$ cat src/rtl/i2c_slave_ram_port.sv
// rtl/i2c_slave_ram_port.sv - I2C slave responder bridging bus transfers to the RAM controller ports
//
// Purpose:
//   Remote master writes a RAM pointer byte followed by data bytes, which are
//   pushed out through the remote-RAM write port. Remote master reads return
//   bytes fetched through the local-RAM read port. The RAM pointer persists
//   across transactions and wraps modulo 2^ADDR_W.
//
// Ports:
//   clk, rst      - system clock, synchronous active-high reset
//   scl_in/sda_in - raw bus lines from the pads
//   sda_oe        - 1 pulls SDA low (open-drain)
//   slave_addr    - own 7-bit address, captured at each START
//   ram_wadd/ram_din/ram_w - remote-RAM write port (one-clk strobe)
//   ram_radd/ram_dout      - local-RAM read port (data valid 1 clk later)
//   busy          - addressed transaction in progress
//   xfer_done     - one-clk pulse at the STOP that ends an addressed transaction

module i2c_slave_ram_port #(
  parameter int ADDR_W      = 5,
  parameter int SYNC_STAGES = 2
) (
  input  logic              clk,
  input  logic              rst,
  input  logic              scl_in,
  input  logic              sda_in,
  output logic              sda_oe,
  input  logic [6:0]        slave_addr,
  output logic [ADDR_W-1:0] ram_wadd,
  output logic [7:0]        ram_din,
  output logic              ram_w,
  output logic [ADDR_W-1:0] ram_radd,
  input  logic [7:0]        ram_dout,
  output logic              busy,
  output logic              xfer_done
);

  typedef enum logic [3:0] {
    IDLE      = 4'd0,
    ADDR      = 4'd1,
    ADDR_ACK  = 4'd2,
    WPTR      = 4'd3,
    WDATA     = 4'd4,
    RX_ACK    = 4'd5,
    RDATA     = 4'd6,
    RACK      = 4'd7,
    WAIT_STOP = 4'd8
  } state_t;

  localparam logic [ADDR_W-1:0] PTR_ONE = ADDR_W'(1);

  // ---------------------------------------------------------------------
  // Input synchronizers and edge detection
  // ---------------------------------------------------------------------
  logic [SYNC_STAGES-1:0] scl_sync_q;
  logic [SYNC_STAGES-1:0] sda_sync_q;
  logic                   scl_hist_q;
  logic                   sda_hist_q;

  // Synchronizers reset to the idle bus level so reset release cannot
  // fabricate an edge on a quiet bus.
  always_ff @(posedge clk) begin
    if (rst) begin
      scl_sync_q <= '1;
      sda_sync_q <= '1;
      scl_hist_q <= 1'b1;
      sda_hist_q <= 1'b1;
    end else begin
      scl_sync_q[0] <= scl_in;
      sda_sync_q[0] <= sda_in;
      for (int i = 1; i < SYNC_STAGES; i++) begin
        scl_sync_q[i] <= scl_sync_q[i-1];
        sda_sync_q[i] <= sda_sync_q[i-1];
      end
      scl_hist_q <= scl_sync_q[SYNC_STAGES-1];
      sda_hist_q <= sda_sync_q[SYNC_STAGES-1];
    end
  end

  logic scl_s;
  logic sda_s;
  logic scl_rise;
  logic scl_fall;
  logic sda_rise;
  logic sda_fall;
  logic start_det;
  logic stop_det;

  assign scl_s    = scl_sync_q[SYNC_STAGES-1];
  assign sda_s    = sda_sync_q[SYNC_STAGES-1];
  assign scl_rise =  scl_s & ~scl_hist_q;
  assign scl_fall = ~scl_s &  scl_hist_q;
  assign sda_rise =  sda_s & ~sda_hist_q;
  assign sda_fall = ~sda_s &  sda_hist_q;

  // SCL must be high both before and after the SDA edge, so an SDA change
  // landing on the same clock as an SCL edge is not taken as a condition.
  assign start_det = sda_fall & scl_s & scl_hist_q;
  assign stop_det  = sda_rise & scl_s & scl_hist_q;

  // ---------------------------------------------------------------------
  // Protocol state machine
  // ---------------------------------------------------------------------
  state_t             state_q;
  logic [3:0]         bit_cnt_q;
  logic [7:0]         rx_q;
  logic               rx_full_q;
  logic [7:0]         tx_q;
  logic [ADDR_W-1:0]  ptr_q;
  logic [6:0]         addr_q;
  logic               rw_q;
  logic               mack_q;
  logic               sda_oe_q;
  logic               ram_w_q;
  logic [ADDR_W-1:0]  ram_wadd_q;
  logic [7:0]         ram_din_q;
  logic               busy_q;
  logic               xfer_done_q;

  logic [7:0]         rx_byte_d;

  // Byte as it will stand once the bit arriving on this scl_rise is shifted in.
  assign rx_byte_d = {rx_q[6:0], sda_s};

  always_ff @(posedge clk) begin
    if (rst) begin
      state_q     <= IDLE;
      bit_cnt_q   <= 4'd0;
      rx_q        <= 8'd0;
      rx_full_q   <= 1'b0;
      tx_q        <= 8'd0;
      ptr_q       <= '0;
      addr_q      <= 7'd0;
      rw_q        <= 1'b0;
      mack_q      <= 1'b0;
      sda_oe_q    <= 1'b0;
      ram_w_q     <= 1'b0;
      ram_wadd_q  <= '0;
      ram_din_q   <= 8'd0;
      busy_q      <= 1'b0;
      xfer_done_q <= 1'b0;
    end else begin
      ram_w_q     <= 1'b0;
      xfer_done_q <= 1'b0;

      if (stop_det) begin
        state_q     <= IDLE;
        sda_oe_q    <= 1'b0;
        busy_q      <= 1'b0;
        rx_full_q   <= 1'b0;
        xfer_done_q <= busy_q;
      end else if (start_det) begin
        // A (repeated) START abandons whatever byte was in flight.
        state_q   <= ADDR;
        bit_cnt_q <= 4'd0;
        rx_full_q <= 1'b0;
        sda_oe_q  <= 1'b0;
        busy_q    <= 1'b0;
        addr_q    <= slave_addr;
      end else begin
        case (state_q)
          IDLE: begin
          end

          ADDR: begin
            if (scl_rise) begin
              rx_q      <= rx_byte_d;
              bit_cnt_q <= bit_cnt_q + 4'd1;
              if (bit_cnt_q == 4'd7) begin
                // Address 0 (general call) is never answered.
                if ((rx_byte_d[7:1] == addr_q) && (addr_q != 7'd0)) begin
                  busy_q  <= 1'b1;
                  rw_q    <= rx_byte_d[0];
                  state_q <= ADDR_ACK;
                end else begin
                  state_q <= IDLE;
                end
              end
            end
          end

          // sda_oe doubles as the phase flag: the first fall opens the ACK
          // slot, the second fall closes it.
          ADDR_ACK: begin
            if (scl_fall) begin
              if (!sda_oe_q) begin
                sda_oe_q <= 1'b1;
              end else if (rw_q) begin
                tx_q      <= {ram_dout[6:0], 1'b0};
                sda_oe_q  <= ~ram_dout[7];
                bit_cnt_q <= 4'd1;
                ptr_q     <= ptr_q + PTR_ONE;
                state_q   <= RDATA;
              end else begin
                sda_oe_q  <= 1'b0;
                bit_cnt_q <= 4'd0;
                rx_full_q <= 1'b0;
                state_q   <= WPTR;
              end
            end
          end

          WPTR, WDATA: begin
            if (scl_rise && !rx_full_q) begin
              rx_q      <= rx_byte_d;
              bit_cnt_q <= bit_cnt_q + 4'd1;
              if (bit_cnt_q == 4'd7) begin
                rx_full_q <= 1'b1;
              end
            end else if (scl_fall && rx_full_q) begin
              // Byte is committed only at the fall after bit 8, so an early
              // STOP/START leaves RAM untouched.
              if (state_q == WPTR) begin
                ptr_q <= rx_q[ADDR_W-1:0];
              end else begin
                ram_wadd_q <= ptr_q;
                ram_din_q  <= rx_q;
                ram_w_q    <= 1'b1;
                ptr_q      <= ptr_q + PTR_ONE;
              end
              sda_oe_q  <= 1'b1;
              rx_full_q <= 1'b0;
              bit_cnt_q <= 4'd0;
              state_q   <= RX_ACK;
            end
          end

          RX_ACK: begin
            if (scl_fall) begin
              sda_oe_q <= 1'b0;
              state_q  <= WDATA;
            end
          end

          // bit_cnt counts bits already placed on SDA; the ninth fall
          // releases the line for the master's ACK.
          RDATA: begin
            if (scl_fall) begin
              if (bit_cnt_q == 4'd8) begin
                sda_oe_q <= 1'b0;
                mack_q   <= 1'b0;
                state_q  <= RACK;
              end else begin
                sda_oe_q  <= ~tx_q[7];
                tx_q      <= {tx_q[6:0], 1'b0};
                bit_cnt_q <= bit_cnt_q + 4'd1;
              end
            end
          end

          RACK: begin
            if (scl_rise) begin
              if (!sda_s) begin
                mack_q <= 1'b1;
              end else begin
                state_q <= WAIT_STOP;
              end
            end else if (scl_fall && mack_q) begin
              mack_q    <= 1'b0;
              tx_q      <= {ram_dout[6:0], 1'b0};
              sda_oe_q  <= ~ram_dout[7];
              bit_cnt_q <= 4'd1;
              ptr_q     <= ptr_q + PTR_ONE;
              state_q   <= RDATA;
            end
          end

          WAIT_STOP: begin
          end

          default: begin
            state_q  <= IDLE;
            sda_oe_q <= 1'b0;
          end
        endcase
      end
    end
  end

  assign sda_oe    = sda_oe_q;
  assign ram_wadd  = ram_wadd_q;
  assign ram_din   = ram_din_q;
  assign ram_w     = ram_w_q;
  assign ram_radd  = ptr_q;
  assign busy      = busy_q;
  assign xfer_done = xfer_done_q;

endmodule

$ cat config.mk
export PLATFORM = sky130hd
export DESIGN_NAME = i2c_slave_ram_port
export DESIGN_NICKNAME = d
export VERILOG_FILES = /design/src/rtl/i2c_slave_ram_port.sv
export SDC_FILE = /design/constraint.sdc
export NUM_CORES = 1
export LEC_CHECK = 0
export CAP_MARGIN = 20
export CORE_AREA = 2 2 90 83
export CTS_BUF_LIST = sky130_fd_sc_hd__clkbuf_4
export CTS_CLUSTER_SIZE = 40
export DETAILED_ROUTE_END_ITERATION = 7
export DIE_AREA = 0 0 92 85
export GPL_TIMING_DRIVEN = 0
export PLACE_DENSITY = 0.7
export SYNTH_ARGS = -nofsm -noshare
export SYNTH_HDL_FRONTEND = slang
export SYNTH_SLANG_ARGS = --single-unit
export TNS_END_PERCENT = 20
$ cat constraint.sdc
create_clock -name clk -period 3.5 [get_ports clk]
set_clock_uncertainty 0.1 [all_clocks]
set_input_delay 0.525 -clock clk [delete_from_list [all_inputs] [get_ports clk]]
set_output_delay 0.525 -clock clk [all_outputs]
set_load 0.02 [all_outputs]
* Word level (Yosys, flattened, before mapping)
Cells that the tools add are included.
** Operators by class
- Equality and inequality tests :: 47
- Add/sub/neg operators :: 2
- Mux-type cells :: 73
- Bitwise operators :: 22
- Reductions and logical operators :: 33
** Operators by type and width (number)
- 2-to-1 mux 4 bit :: 22
- 2-to-1 mux 8 bit :: 9
- inequality test 3 bit, second input constant :: 17
- 2-to-1 mux 5 bit :: 8
- inequality test 2 bit, second input constant :: 15
- AND reduction 10 bit :: 3
- case mux 4 bit (7 select lines) :: 1
- 2-to-1 mux 1 bit :: 24
- case mux 8 bit (3 select lines) :: 1
- AND reduction 12 bit :: 2
- == test 4 x 3 -> 1 bit, second input constant :: 5
- case mux 4 bit (5 select lines) :: 1
- AND reduction 6 bit :: 3
- case mux 8 bit (2 select lines) :: 1
- case mux 5 bit (3 select lines) :: 1
- NOT 1 bit :: 14
- inequality test 4 bit, second input constant :: 3
- bitwise AND 1 bit :: 8
- == test 4 x 2 -> 1 bit, second input constant :: 2
- == test 4 bit, second input constant :: 2
- AND reduction 8 bit :: 1
- OR reduction 2 bit :: 4
- == test 7 bit :: 1
- AND reduction 7 bit :: 1
- other kinds (20) :: 28
** Storage, ports and cells
- Register bits after elaboration :: 62
- Output and inout port bits :: 22
- Logic and storage cells :: 197

* Longest topological paths before layout
Gate-level depths: netlist (run 1).
- Depth after elaboration :: 7
- Depth in mapped cells :: 9
- Depth with buffers taken out :: 8

* Worst setup path before layout (run 1)
No wires, ideal clock.
- Path kind :: reg-to-reg
- Start :: register bit_cnt_q[0]
- End :: register bit_cnt_q[3]
- Stages on the path, launching flop included :: 10
- Library setup time :: 0.131 ns
- Setup slack :: 1.371 ns
- Arrival :: 1.899 ns
- Path buffers :: 1
- Path through :: dfxtp_1 inv_1 ha_1 and3b_1 a32o_1 o41ai_1 and4_1 buf_6 a21boi_4 o32ai_2
** On the way
- Longest elaborated chain between the ends :: 5
** Ends and longest elaborated chain
- start, declared :: RTL line 105 : logic [3:0] bit_cnt_q;
- start signal, assigned :: RTL line 168 : bit_cnt_q <= bit_cnt_q + 4'd1;
- start signal, assigned :: RTL line 206 : bit_cnt_q <= bit_cnt_q + 4'd1;
- start signal, assigned :: RTL line 246 : bit_cnt_q <= bit_cnt_q + 4'd1;
- adder 4 x 1 -> 4 bit :: RTL line 168, 206, 246
- 2-to-1 mux 4 bit :: RTL line 239 : if (bit_cnt_q == 4'd8) begin
- 2-to-1 mux 4 bit :: RTL line 238 : if (scl_fall) begin
- case mux 4 bit (5 select lines) :: RTL line 161 : case (state_q)
- 2-to-1 mux 4 bit :: RTL line 152 : end else if (start_det) begin
Parallel ways exist; a longest one is shown, timed or not. The select of a mux whose other input is x is not followed.
A chain may end at the register's enable or synchronous reset.

* Worst setup path in the final report (run 1)
Ends and elaborated chain as after synthesis.

==> impl_metrics.ini, run 1 <==
[drt]
drt-vias-per-instance = 5.64
dr.max_layer_used = met4
met1Wirelength_mm = 3.81
routed_wl_mm = 8.06
ant_nets = 0
firstDrtPassIters = 4
dr_total_vias = 2983
wl_met3_um = 540
met2WireLength_mm = 3.61
detailedRoute.firstIterationViolations = 165
drc = 0
avgRoutedWirePerCell_um = 15.2

[layout]
post-route-cell-area_um2 = 3920
layout-area-overhead-vs-synth_pct = 20.8
core_occupancy_in_the_finished_layout_pct = 56.8
antenna-diode-count = 0
drive_above_1_share_pct = 11.7
filler_cell_count = 640
num-nets-final = 453

[worst_setup_path]
type_of_the_worst_setup_path = register to register
rr_worst_depth = 9
worstReg2RegStart = bit_cnt_q[0]
timing.critical_path.cells = inv_1 -> ha_1 -> and3b_1 -> a32o_1 -> o41ai_1 -> and4_1 -> buf_6 -> a21boi_4 -> o32ai_2
crit_start = bit_cnt_q[0]
crit-reg2reg-capture = bit_cnt_q[3]
crit_cells = 9
crit_fanout = 7
data_arrival_time_of_the_critical_path_ps = 2790
critPathTopFamily = compound AO/OA/AOI/OAI gates
cp-start-kind = register
crit_path_top_delay_cell = o41ai_1
critical_path.n_buffers_inverters = 2
endpoint = bit_cnt_q[3]
worst_setup_path_end_kind = register
cp_slowest_stage_delay_ps = 540
reg2reg_slack_ps = 880
worst_ep_required_time_ps = 3670

[clock_tree]
cts.path.max_buffers = 2
cts_root_buffer = clkbuf_4
post_cts.repair.setup_buffers = 0
cts_repair_resize_count = 0
cts-hold-fix-buffers = 0
tritoncts = built
tritoncts.num_buffers = 9
clock_sinks = 61
clk_pin_slew_ps = 100
ctsHtreeMaxLevel = 3
clock_insertion_delay_worst_skew_ps = 420

[sta]
timing_worst_slew_pin_value_ps = 925
period_needed_ps = 2620
timing_max_transition_violations_final = 0
fmaxAchievable_ghz = 0.381
final.hold.worst_slack_ps = 318
max_slew_margin_pct = 38.2
period_share_pct = 74.9
fin_setup_tns_ps = 0
final-setup-viol-count = 0
hold_viol_final = 0
rsz0062_at_grt = false

[min_path]
holdCritPathClass = register to register

[power_and_ir_drop]
combinational_fraction_of_design_power_pct = 7.3
p_clk_share_pct = 40.8
swShare_pct = 23.1
vdd_drop_max_uv = 267
total_power_mw = 1.36
total_switching_power_mw = 0.315
power_report.internal_total_mw = 1.05
power.density_cell_area_nw_per_um2 = 349
share_of_power_burned_in_registers_pct = 51.9
leakage_nw = 1.60

[logic_synthesis]
syn_nets = 402
postSynthCellCount = 380
synthDominantAreaCellType = dfxtp_1
synth_cell_types = 61
ys_seq_area_share_pct = 37.7
synth_ff_type = dfxtp_1
postSynth.asyncResetShare_pct = 0
yosys-top-cells-area = dfxtp_1, mux2i_1, nand2_1, nor2_1, a21oi_1
synth_enable_flop_cells = 0
yosys_register_bits = 61
leading_cell_type_by_number_of_instances_after_synthesis = dfxtp_1
synth.cell_area_um2 = 3240
synth_largest_type_area_fraction_pct = 37.7
yosys_warnings = 0
netlist_top_cells_count = dfxtp_1, nand2_1, nor2_1
avgSynthCellArea_um2 = 8.53

[grt]
grt_pass1_vias = 2726
grt_antenna_before_repair = 0
grt.overflow.total = 0
maximum_number_of_pins_on_one_net_before_global_route_repair = 11
grt_first_pass_wirelength_mm = 13.3
globalRouteTotalUtil_pct = 21.4

[run_status]
outcome = finished, final reports clean

[place]
hpwl_after_detailed_placement_mm = 5.90
buffer_ports.inserted = 40
globalplace.congestion = 0.920
detailed_place.area_um2 = 3760

[die]
die_area_um2 = 7820
design.core.area_um2 = 6890
num_rows = 29
floorplan.initialDensity_pct = 47.0
die_y_um = 85
chipWidth_um = 92
boundaryPins = 41

[run]
drv_cap = 0
-- kinds of logic (layout without fill, tap and decap cells) --
family	Yosys count	in the layout	share of synthesized area, %
AO/OA/AOI/OAI	75	75	16.7
adder cells (fa/ha/maj)	3	3	1.16
AND/OR/NAND/NOR	170	170	27.8
multiplexers	30	30	9.27
flip-flops	61	61	37.7
XOR/XNOR	8	8	2.16
buffers and inverters	33	89	5.21
-- worst reg2reg max path: stages (launching register included) --
cell and delay, ps:
dfxtp_1 390, inv_1 70, ha_1 190, and3b_1 250, a32o_1 280, o41ai_1 540, and4_1 300, buf_6 130
a21boi_4 170, o32ai_2 80
-- power by group through the flow --
stage | Sequential [mW] | Clock (mW) | Combinational [mW]
floorplan | 0.722 | 0 | 0.0612
global placement | 0.723 | 0 | 0.0982
detailed placement | 0.724 | 0 | 0.0989
CTS | 0.708 | 0.566 | 0.0996
global route | 0.709 | 0.609 | 0.110
finish | 0.708 | 0.557 | 0.0998
-- layout make-up --
| cell class | count | area (um^2) | area share, % |
|---|---|---|---|
| Tap cell | 93 | 116 | 2.97 |
| Timing Repair Buffer | 40 | 400 | 10.2 |
| Sequential cell | 61 | 1220 | 31.2 |
| Buffer | 22 | 128 | 3.26 |
| Inverter | 11 | 41.3 | 1.05 |
| Clock buffer | 11 | 82.6 | 2.11 |
| Clock inverter | 5 | 75.1 | 1.92 |
| Multi-Input combinational cell | 286 | 1850 | 47.3 |
-- state kept, by name, indices dropped and copies added (netlist names), 2 cells and up --
name,count
ram_din,8
rx_q,8
addr_q,7
tx_q,7
ram_radd,5
ram_wadd,5
bit_cnt_q,4
state_q,4
scl_sync_q,2
sda_sync_q,2
-- worst min path at each step --
stage,start,end,slack (ps),cells after the start
3_5_place_dp,sda_sync_q[0],sda_sync_q[1],300,1
5_1_grt,sda_sync_q[0],sda_sync_q[1],330,1
2_1_floorplan,scl_sync_q[0],scl_sync_q[1],290,1
4_1_cts,sda_sync_q[0],sda_sync_q[1],320,1
3_3_place_gp,sda_sync_q[0],sda_sync_q[1],290,1
6_report,scl_sync_q[0],scl_sync_q[1],320,1
-- metal layers --
metal | track usage (%) | vias up
li1 | - | 1437
met4 | 6.51 | 0
met1 | 29.5 | 1422
met5 | 0 | -
met2 | 32.2 | 110
met3 | 7.02 | 14
-- metrics by stage --
step | instances | worst slack [ps]
3_3_place_gp | 513 | 991
3_5_place_dp | 513 | 977
4_1_cts | 529 | 946
2_1_floorplan | 380 | 1370
6_report | 529 | 877
5_1_grt | 529 | 833
-- cell usage in the layout (no fill, tap or decap), drive strengths merged, types with 12 or more instances in the layout --
master          n
o21ai          17
dfxtp          61
mux2i          30
clkbuf         21
a21oi          29
clkdlybuf4s50  40
nand2          51
nor2           51
nand3          12
buf            12
(Power assumes the default switching activity.)
==> inputs of run 2 (changes only) <==
--- a/config.mk
+++ b/config.mk
@@ -12,7 +12,7 @@
 export DETAILED_ROUTE_END_ITERATION = 7
 export DIE_AREA = 0 0 92 85
 export GPL_TIMING_DRIVEN = 0
-export PLACE_DENSITY = 0.7
+export PLACE_DENSITY = 0.72
 export SYNTH_ARGS = -nofsm -noshare
 export SYNTH_HDL_FRONTEND = slang
 export SYNTH_SLANG_ARGS = --single-unit
==> constraint.sdc (replaced) <==
create_clock -name clk -period 2.3 [get_ports clk]
set_clock_uncertainty 0.1 [all_clocks]
set_input_delay 0.345 -clock clk [delete_from_list [all_inputs] [get_ports clk]]
set_output_delay 0.345 -clock clk [all_outputs]
set_load 0.02 [all_outputs]
==> run 2 against run 1 <==
  * The run now ends with setup timing left
  * Combinational power grew 61%
  * Flip-flop and latch count unchanged
  * Die area unchanged
  * Maximum frequency is 11% higher
  * Routed wire length increased by 2.2%
==> impl_metrics.ini, run 2 (synthesis results as in run 1) <==
[min_path]
sink_of_the_worst_hold_path = scl_sync_q[1]
min-delay-start = scl_sync_q[0]
holdCritPathClass = register to register
min_delay_path_depth = 1

[sta]
period_share_pct = 102
period_needed_ps = 2350
fmaxAchievable_ghz = 0.425
max_slew_margin_pct = 55.9
final.hold.worst_slack_ps = 322
final-setup-viol-count = 2
hold_viol_final = 0
final_critical_path_setup_slack_ps = -52.8
rsz0062_at_grt = true
timing_worst_slew_pin_value_ps = 658
timing_max_transition_violations_final = 0

[grt]
globalRouteTotalUtil_pct = 21.8
grt_antenna_before_repair = 0
maximum_number_of_pins_on_one_net_before_global_route_repair = 12
grt.overflow.total = 0
grt_pass1_vias = 2808
grt_first_pass_wirelength_mm = 13.7

[worst_setup_path]
cp-start-kind = register
reg2reg_slack_ps = -50
timing.critical_path.cells = inv_2 -> ha_4 -> and3b_2 -> a32o_2 -> o41ai_4 -> and4_1 -> buf_6 -> a21boi_4 -> o32ai_2
cp_slowest_stage_delay_ps = 370
type_of_the_worst_setup_path = register to register
data_arrival_time_of_the_critical_path_ps = 2550
worst_setup_path_end_kind = register
critPathTopFamily = compound AO/OA/AOI/OAI gates
worst_ep_required_time_ps = 2500
crit_path_top_delay_cell = dfxtp_2
worstReg2RegStart = bit_cnt_q[1]
rr_worst_depth = 9
crit-reg2reg-capture = bit_cnt_q[3]
critical_path.n_buffers_inverters = 2
crit_fanout = 7

[die]
design.core.area_um2 = 6890
floorplan.initialDensity_pct = 47.0
die_area_um2 = 7820
chipWidth_um = 92
boundaryPins = 41
num_rows = 29
die_y_um = 85

[drt]
detailedRoute.firstIterationViolations = 217
avgRoutedWirePerCell_um = 15.3
drt-vias-per-instance = 5.58
drc = 0
ant_nets = 0
dr_total_vias = 3001
firstDrtPassIters = 5
routed_wl_mm = 8.24

[clock_tree]
clk_pin_slew_ps = 110
clock_insertion_delay_worst_skew_ps = 420
cts.path.max_buffers = 2
tritoncts = built
ctsHtreeMaxLevel = 3
cts_root_buffer = clkbuf_4
clock_sinks = 61
tritoncts.num_buffers = 9

[layout]
core_occupancy_in_the_finished_layout_pct = 58.8
layout-area-overhead-vs-synth_pct = 25.1
drive_above_1_share_pct = 16.9
final_cell_mix = dfxtp_1, nand2_1, nor2_1
layout_commonest_cell = dfxtp_1
filler_cell_count = 624
num-nets-final = 462
finalNonFillerCells = 538
antenna-diode-count = 0
multiInputGateArea_um2 = 1910
sequential_cell_area_um2 = 1230

[place]
place_worst_setup_slack_ps = -138
globalplace.congestion = 0.908
hpwl_after_detailed_placement_mm = 5.81
buffer_ports.inserted = 40
placed_cells = 513

[run_status]
outcome = finished, violations left
violated_checks = setup timing

[power_and_ir_drop]
total_power_mw = 2.09
vdd_drop_max_uv = 322
leakage_nw = 1.66
power.density_cell_area_nw_per_um2 = 515

[run]
drv_cap = 0
==> run 2: final cells by class <==
cell class | instances | area share, %
sequential | 61 | 30.3
tap | 93 | 2.87
clock inverter | 7 | 2.22
timing repair buffer | 50 | 11.7
clock buffer | 9 | 1.67
buffer | 21 | 3.05
multi-input combinational | 286 | 47.1
inverter | 11 | 1.08
==> run 2: through the flow <==
step | TNS, ps | instance area (um^2)
2_1_floorplan | 0 | 3240
3_3_place_gp | -469 | 3760
3_5_place_dp | -330 | 3760
4_1_cts | 0 | 3930
5_1_grt | -254 | 4060
6_report | -63.5 | 4060
==> run 2: worst max path at each step <==
stage | startpoint | to | cells after the start
3_5_place_dp | bit_cnt_q[0] | bit_cnt_q[3] | 9
2_1_floorplan | bit_cnt_q[0] | bit_cnt_q[3] | 9
5_1_grt | bit_cnt_q[0] | bit_cnt_q[3] | 9
3_3_place_gp | bit_cnt_q[0] | bit_cnt_q[3] | 9
4_1_cts | bit_cnt_q[0] | tx_q[1] | 8
6_report | bit_cnt_q[1] | bit_cnt_q[3] | 9
==> run 2: layer usage <==
layer	wire, um	global-route usage (%)	part of all wire (%)	vias to the layer above
li1	-	-	-	1461
met1	3770	29.0	46	1407
met2	3790	34.7	46	117
met3	530	5.86	6.4	16
met4	146	7.19	1.8	0
met5	0	0	0	-
==> run 2: power by group <==
| group | switching [mW] | total [mW] | internal, mW |
|---|---|---|---|
| sequential | 0.0132 | 1.08 | 1.07 |
| clock | 0.413 | 0.848 | 0.435 |
| combinational | 0.0862 | 0.161 | 0.0746 |
| total | 0.512 | 2.09 | 1.58 |
==> run 2: timing repair <==
action                     in CTS  in global routing
gates cloned                    0                  0
gates resized for setup         3                 17
pin swaps                       2                  8
hold endpoints to repair        0                  0
setup endpoints to repair       5                 29
hold buffers                    0                  0
setup buffers                   0                 10
==> inputs of run 3 (changes only) <==
--- a/config.mk
+++ b/config.mk
@@ -12,7 +12,9 @@
 export DETAILED_ROUTE_END_ITERATION = 7
 export DIE_AREA = 0 0 92 85
 export GPL_TIMING_DRIVEN = 0
+export HOLD_SLACK_MARGIN = 0.08
 export PLACE_DENSITY = 0.72
+export SKIP_CTS_REPAIR_TIMING = 1
 export SYNTH_ARGS = -nofsm -noshare
 export SYNTH_HDL_FRONTEND = slang
 export SYNTH_SLANG_ARGS = --single-unit
==> run 3 against run 2 <==
  * The flow now finishes without violations
  * First-iteration DRC count down 11%
  * Clock power about the same
  * Power down 0.33%
  * Routed wire length down 1.8%
  * Critical path depth down 1
  * Sequential share of layout area up 0.29 points
  * Die area unchanged
  * Setup slack better by 99 ps
  * Sequential power about the same
  * Final area down 1.1%
  * Utilization down 0.67 points
==> impl_metrics.ini, run 3 (synthesis results as in run 1) <==
[worst_setup_path]
cp-start-kind = register
type_of_the_worst_setup_path = register to register
critical_path.n_buffers_inverters = 2
reg2reg_slack_ps = 50
crit_path_frequent_cell = buf_6
crit_cells = 8
crit_fanout = 9
worstReg2RegStart = state_q[3]
cp_slowest_stage_delay_ps = 550
timing.critical_path.cells = buf_6 -> or4b_4 -> a211oi_2 -> o41ai_4 -> and4_1 -> buf_6 -> a21boi_4 -> o32ai_2
critPathTopFamily = compound AO/OA/AOI/OAI gates
worst_setup_path_end_kind = register
data_arrival_time_of_the_critical_path_ps = 2490
worst_ep_required_time_ps = 2540
crit-reg2reg-capture = bit_cnt_q[3]
crit_path_top_delay_cell = or4b_4
rr_worst_depth = 8

[grt]
grt_pass1_vias = 2804
grt.overflow.total = 0
grt_first_pass_wirelength_mm = 13.7
grt_antenna_before_repair = 0
globalRouteTotalUtil_pct = 21.8
maximum_number_of_pins_on_one_net_before_global_route_repair = 12

[drt]
avgRoutedWirePerCell_um = 15.2
dr_total_vias = 2945
ant_nets = 0
drt-vias-per-instance = 5.51
detailedRoute.firstIterationViolations = 193
routed_wl_mm = 8.10
drc = 0
firstDrtPassIters = 5

[sta]
period_share_pct = 98.0
fmaxAchievable_ghz = 0.444
final-setup-viol-count = 0
final.hold.worst_slack_ps = 325
timing_max_transition_violations_final = 0
timing_worst_slew_pin_value_ps = 675
hold_viol_final = 0
max_slew_margin_pct = 54.7
period_needed_ps = 2250

[die]
chipWidth_um = 92
boundaryPins = 41
num_rows = 29
design.core.area_um2 = 6890
die_y_um = 85
die_area_um2 = 7820
floorplan.initialDensity_pct = 47.0

[clock_tree]
cts.path.max_buffers = 2
cts_root_buffer = clkbuf_4
clock_sinks = 61
tritoncts = built
ctsHtreeMaxLevel = 3
clock_insertion_delay_worst_skew_ps = 420
clk_pin_slew_ps = 110
tritoncts.num_buffers = 9

[place]
buffer_ports.inserted = 40
placed_cells = 513
globalplace.congestion = 0.908
hpwl_after_detailed_placement_mm = 5.81
detailed_place.area_um2 = 3760

[layout]
finalNonFillerCells = 534
final_cell_mix = dfxtp_1, nand2_1, nor2_1
layout-area-overhead-vs-synth_pct = 23.7
antenna-diode-count = 0
drive_above_1_share_pct = 15.6
filler_cell_count = 628
num-nets-final = 458
layout_commonest_cell = dfxtp_1
core_occupancy_in_the_finished_layout_pct = 58.1
post-route-cell-area_um2 = 4010

[power_and_ir_drop]
leakage_nw = 1.64
total_power_mw = 2.08
power.density_cell_area_nw_per_um2 = 519
vdd_drop_max_uv = 323

[min_path]
min_delay_path_depth = 1
sink_of_the_worst_hold_path = scl_sync_q[1]
holdCritPathClass = register to register
min-delay-start = scl_sync_q[0]

[run]
drv_cap = 0

[run_status]
outcome = finished, final reports clean
## run 3: changes by cell type in the layout (fill, tap and decap cells not counted)
cell      previous run  this run
clkbuf_1             9         8
buf_4               12         8
clkbuf_2             0         1
ha_1                 2         3
dfxtp_2              2         3
ha_4                 1         0
inv_4                1         0
dfxtp_4              1         0
inv_1                9        11
inv_2                1         0
## run 3: how the worst max path moves through the flow
stage / startpoint / end / slack, ps
after global placement: bit_cnt_q[0] / bit_cnt_q[3] / -180
final: state_q[3] / bit_cnt_q[3] / 50
after floorplan: bit_cnt_q[0] / bit_cnt_q[3] / 170
after CTS: bit_cnt_q[0] / bit_cnt_q[3] / -170
after global routing: bit_cnt_q[0] / tx_q[1] / -5
after detailed placement: bit_cnt_q[0] / bit_cnt_q[3] / -140
## run 3: power breakdown
part           internal [mW]  switching (mW)
sequential              1.07          0.0126
clock                  0.435           0.412
combinational         0.0714          0.0837
## run 3: final cells by class
cell class / instances / area (um^2) / share of cell area (%)
multi-input combinational: 286 / 1900 / 47.3
timing repair buffer: 46 / 445 / 11.1
buffer: 21 / 125 / 3.12
inverter: 11 / 41.3 / 1.03
clock buffer: 9 / 67.6 / 1.69
sequential: 61 / 1220 / 30.6
clock inverter: 7 / 90.1 / 2.25
tap: 93 / 116 / 2.90
## run 3: per-stage QoR
step	setup TNS, ps	worst slack (ps)
final	0	46.4
after global routing	-5.51	-4.53
after CTS	-507	-171
after detailed placement	-330	-138
after global placement	-469	-177
after floorplan	0	171
## run 3: metal layers
layer / track usage [%] / part of all wire (%)
met3: 5.86 / 6.5
met5: 0 / 0
met2: 34.6 / 46
met4: 7.19 / 1.8
met1: 29.0 / 46
==> variant 1: new RTL, config.mk and constraints of run 3 <==
The 9 states of `state_t` get a Gray code encoding in 4 bits.
--- a/src/rtl/i2c_slave_ram_port.sv
+++ b/src/rtl/i2c_slave_ram_port.sv
@@ -38,11 +38,11 @@
   typedef enum logic [3:0] {
-    IDLE      = 4'd0,
-    ADDR      = 4'd1,
-    ADDR_ACK  = 4'd2,
-    WPTR      = 4'd3,
-    WDATA     = 4'd4,
-    RX_ACK    = 4'd5,
-    RDATA     = 4'd6,
-    RACK      = 4'd7,
-    WAIT_STOP = 4'd8
+    IDLE      = 4'b0000,
+    ADDR      = 4'b0001,
+    ADDR_ACK  = 4'b0011,
+    WPTR      = 4'b0010,
+    WDATA     = 4'b0110,
+    RX_ACK    = 4'b0111,
+    RDATA     = 4'b0101,
+    RACK      = 4'b0100,
+    WAIT_STOP = 4'b1100
   } state_t;
Behaviour: same outputs for any inputs over 4 cycles, from zero or initial values and one cycle with rst high; so few cycles prove little.
==> variant 1 against run 3 <==
  * Sequential cell count is the same
  * Total power grew 2.2%
  * Fmax shrank 1.2%
  * First-iteration DRC count grew 5.2%
  * Synthesized area shrank 1.2%
  * Sequential share of layout area grew 0.15 points
  * Count of clock-buffer cells in the layout is the same
  * Routed wire length shrank 1.3%
  * Design area shrank 0.37%
  * Worst setup slack lost 0.026 ns
  * Die area is the same
  * Global-route usage shrank 1.3 points
  * Via count shrank 1.5%
  * Largest cell class unchanged
==> variant 1: results (changes against run 3) <==
place_ws_ns: -0.1331  # +0.005222 ns
dr.pass1.iters: 5  # unchanged
dr.first_iter.drc_count: 203  # +5.2%
status: "finished, final reports clean"
grt_util_met1: 0.2998  # +0.009385
grtUsageMet3: 0.06217  # +0.003552
internal-power_w: 0.001531  # -2.7%
ys_top_cells_by_count: "61 x dfxtp_1, 37 x nor2_1, 31 x nand2_1"
syn_area_um2: 3201  # -1.2%
tightest_slew_ns: 0.6383  # -0.03708 ns
port_buffers: 39  # -2.5%
met2_usage: 0.2914  # -0.05414
path_delay_family: "simple AND/OR/NAND/NOR gates"
peakVddDrop_uv: 444.5  # +38%
cp_slowest_stage_delay_ns: 0.51  # -0.04 ns
grt_max_degree: 12  # unchanged
synth.area.mux_share: 0.09382  # +0.001159
dp.final_hpwl_mm: 5.712  # -1.6%
m1WireLength_mm: 3.824  # +2.5%
grtUsageTotal: 0.2050  # -0.01306
synth_warnings: 0  # unchanged
hp-class: "register to register"
cellLeakagePower_nw: 1.544  # -5.8%
fin_nets: 428  # -6.6%
holdPathStages: 1  # unchanged
synth-compound-area-share: 0.1927  # +0.02593
wl_met3_um: 521  # -0.38%
path_max_fanout: 10  # +1
synth-xor-area-share: 0.01916  # -0.002466
drive_gt1_frac: 0.1655  # +0.008988
synth_cell_type_count: 66  # +8.2%
fin_ws_ns: 0.01988  # -0.02648 ns
timing.rr.start: "state_q[0]$_SDFFE_PP0P_"
yosysSeqAreaShare: 0.3815  # +0.004714
grt_pass1_wl_mm: 12.76  # -6.6%
reg2regPathDepth: 6  # -2
synth_fa_ha_area_frac: 0.01173  # +0.0001449
avgViaCountPerCell: 5.756  # +4.4%
wl_mm: 7.993  # -1.3%
synth.top_cells.by_area: "dfxtp_1 38%, mux2i_1 9.4%, nor2_1 4.3%"
first_global_vias: 2569  # -8.4%
arrival_ns: 2.50
synthArstFlopShare: 0  # unchanged
met2WireLength_mm: 3.547  # -4.1%
cp_slowest_cell: "or4b_4"
syn-num-nets: 376  # -6.5%
worst_hold_slack_ns: 0.3184  # -0.006958 ns
htreeDepth: 3  # unchanged
crit_end: "bit_cnt_q[2]$_SDFFE_PP0P_"
root_buffer: "clkbuf_4"
min_to: "scl_sync_q[1]$_SDFF_PP1_"
==> variant 1: cell count changes after synthesis, moves of 5 or more <==
cell / change
nand2_1: -20
nor2_1: -13
nand2b_1: -7
o21ai_0: -7
a311oi_1: +5
nor3_1: -5
xor2_1: -5
==> variant 1: worst reg2reg max path, stage by stage (launching register included) <==
cell and delay, ns:
dfxtp_1 0.34, buf_4 0.19, nor3b_2 0.30, and4_4 0.32, a41o_1 0.23, or4b_4 0.51, o32ai_2 0.20
==> variant 1: power by group through the flow <==
stage	Clock [W]	Sequential [W]	Combinational, W
detailed placement	0	0.00112	0.000265
CTS	0.000745	0.00109	0.000266
global route	0.000799	0.00110	0.000329
floorplan	0	0.00111	0.000179
finish	0.000730	0.00110	0.000302
global placement	0	0.00111	0.000263
==> variant 1: stage by stage <==
| stage | cell area [um2] | std cells |
|---|---|---|
| after detailed placement | 3707 | 486 |
| final | 3994 | 504 |
| after floorplan | 3201 | 354 |
| after global routing | 3994 | 504 |
| after global placement | 3707 | 486 |
| after CTS | 3841 | 502 |
==> variant 1: cell families (layout without fill, tap and decap cells) <==
| logic type | count (synthesis) | in the layout |
|---|---|---|
| AOI/OAI and AO/OA | 85 | 85 |
| xor gates and xnor gates | 7 | 7 |
| adders and majority gates | 3 | 3 |
| buffers and inverters | 30 | 87 |
| DFF | 61 | 61 |
| muxes | 30 | 30 |
| and+or+nand+nor | 138 | 138 |
==> variant 1: layout make-up <==
class	count	area, um2
fillers	625	2900
repair buffers	42	410.4
inverters	8	30.03
flip-flops and latches	61	1226
plain buffers	21	130.1
multi-input cells	263	1947
well taps	93	116.4
clock buffers	9	67.56
clock inverters	7	66.31
==> variant 2: new RTL, flow settings as in run 3 <==
Made on the original files. Change the parameter `ADDR_W` from 5 to 4.
--- a/src/rtl/i2c_slave_ram_port.sv
+++ b/src/rtl/i2c_slave_ram_port.sv
@@ -19,3 +19,3 @@
 module i2c_slave_ram_port #(
-  parameter int ADDR_W      = 5,
+  parameter int ADDR_W      = 4,
   parameter int SYNC_STAGES = 2
Ports: changed (resized ram_radd and ram_wadd); port bits go from 41 to 39. No check against the original RTL was run, so the function may have changed too.
==> variant 2 against run 3 <==
  * The flow now finishes with violations (negative setup slack)
  * Routed wire length grew 5.5%
  * Fmax shrank 3.2%
  * Sequential share of layout area shrank 1.5 points
  * Cell count shrank 0.56%
  * Worst setup slack lost 0.073 ns
  * Synthesized cell count shrank 2.6%
  * Design area grew 1.8%
  * Synthesized area shrank 1.0%
  * Utilization grew 1.1 points
  * Sequential cell count shrank 2
  * Critical path depth shrank 1
  * Critical path type unchanged
  * Critical endpoint is now bit_cnt_q[2]$_SDFFE_PP0P_
  * Highest routed layer unchanged
Power is not compared: it rests on default switching activity, and its combinational part moved more than twofold at a synthesized area within 25%.
==> variant 2: results (changes against run 3) <==
status: "finished, violations left"
failed_checks: "negative setup slack"
ys_top_cells_by_count: "59 x dfxtp_1, 49 x nor2_1, 34 x nand2_1"
multiInputGateArea_um2: 1973  # +4.0%
finalSetupTns_ns: -0.03344  # -0.03344 ns
port_buffers: 38  # -5.0%
setup_viol: 2  # +2
avgViaCountPerCell: 5.846  # +6.0%
grt_max_degree: 11  # -1
grtUsageTotal: 0.2198  # +0.001734
wl_mm: 8.542  # +5.5%
yosysSeqAreaShare: 0.3682  # -0.008659
path_max_fanout: 7  # -2
dr.pass1.iters: 6  # +1
place_ws_ns: -0.1653  # -0.02707 ns
synth.ff_latch_count: 59  # -3.3%
dp.final_hpwl_mm: 6.146  # +5.9%
first_global_vias: 2684  # -4.3%
tightest_slew_ns: 0.6438  # -0.03153 ns
netlist_instances: 370  # -2.6%
drive_gt1_frac: 0.2055  # +0.04902
fin_nets: 455  # -0.66%
synth.top_cells.by_area: "dfxtp_1 37%, mux2i_1 8.4%, nor2_1 5.7%"
fin_ws_ns: -0.02713  # -0.07349 ns
place_congestion: 0.9574  # +5.4%
placed_area_um2: 3705  # -1.4%
arrival_ns: 2.53  # +0.04 ns
grt_pass1_wl_mm: 13.59  # -0.45%
timing.rr.start: "state_q[0]$_SDFFE_PP0P_"
reg2regPathDepth: 7  # -1
reg2reg_to: "bit_cnt_q[2]$_SDFFE_PP0P_"
## variant 2: how the worst max path moves through the flow
stage | startpoint | to | slack, ns | depth (start not counted)
floorplan | state_q[0]$_SDFFE_PP0P_ | bit_cnt_q[0]$_SDFFE_PP0P_ | 0.12 | 7
global placement | state_q[3]$_SDFFE_PP0P_ | bit_cnt_q[0]$_SDFFE_PP0P_ | -0.18 | 7
detailed placement | state_q[3]$_SDFFE_PP0P_ | bit_cnt_q[0]$_SDFFE_PP0P_ | -0.17 | 7
CTS | state_q[3]$_SDFFE_PP0P_ | bit_cnt_q[0]$_SDFFE_PP0P_ | -0.20 | 7
global route | bit_cnt_q[0]$_SDFFE_PP0P_ | bit_cnt_q[0]$_SDFFE_PP0P_ | -0.1 | 10
finish | state_q[0]$_SDFFE_PP0P_ | bit_cnt_q[2]$_SDFFE_PP0P_ | -0.03 | 7
## variant 2: cells by family after synthesis
group,count (synthesis),synth area share
AOI/OAI and AO/OA,77,0.1818
and+or+nand+nor,157,0.2640
muxes,33,0.1053
buffers and inverters,32,0.04446
adders and majority gates,3,0.01170
DFF,59,0.3682
xor gates and xnor gates,9,0.02457
## variant 2: critical path, cell delays in order (launching register included)
cell	delay [ns]
dfxtp_2	0.34
buf_6	0.12
or4b_4	0.58
a211o_1	0.34
a311o_1	0.45
nor2_1	0.13
o211ai_1	0.12
o41ai_2	0.07
## variant 2: cell type report
class                      count  area share
tap                           93     0.02850
buffer                        21     0.02942
timing repair buffer          53      0.1207
clock inverter                 6     0.01961
sequential                    59      0.2908
multi-input combinational    279      0.4833
inverter                      10    0.009194
clock buffer                  10     0.01839
## variant 2: per-layer routing
layer  wire (um)  vias to the layer above  GRT usage
li1            -                     1474          -
met1        3899                     1447     0.3006
met2        3733                      157     0.3382
met3         645                       26    0.05417
met4         264                        0    0.08141
met5           0                        -          0
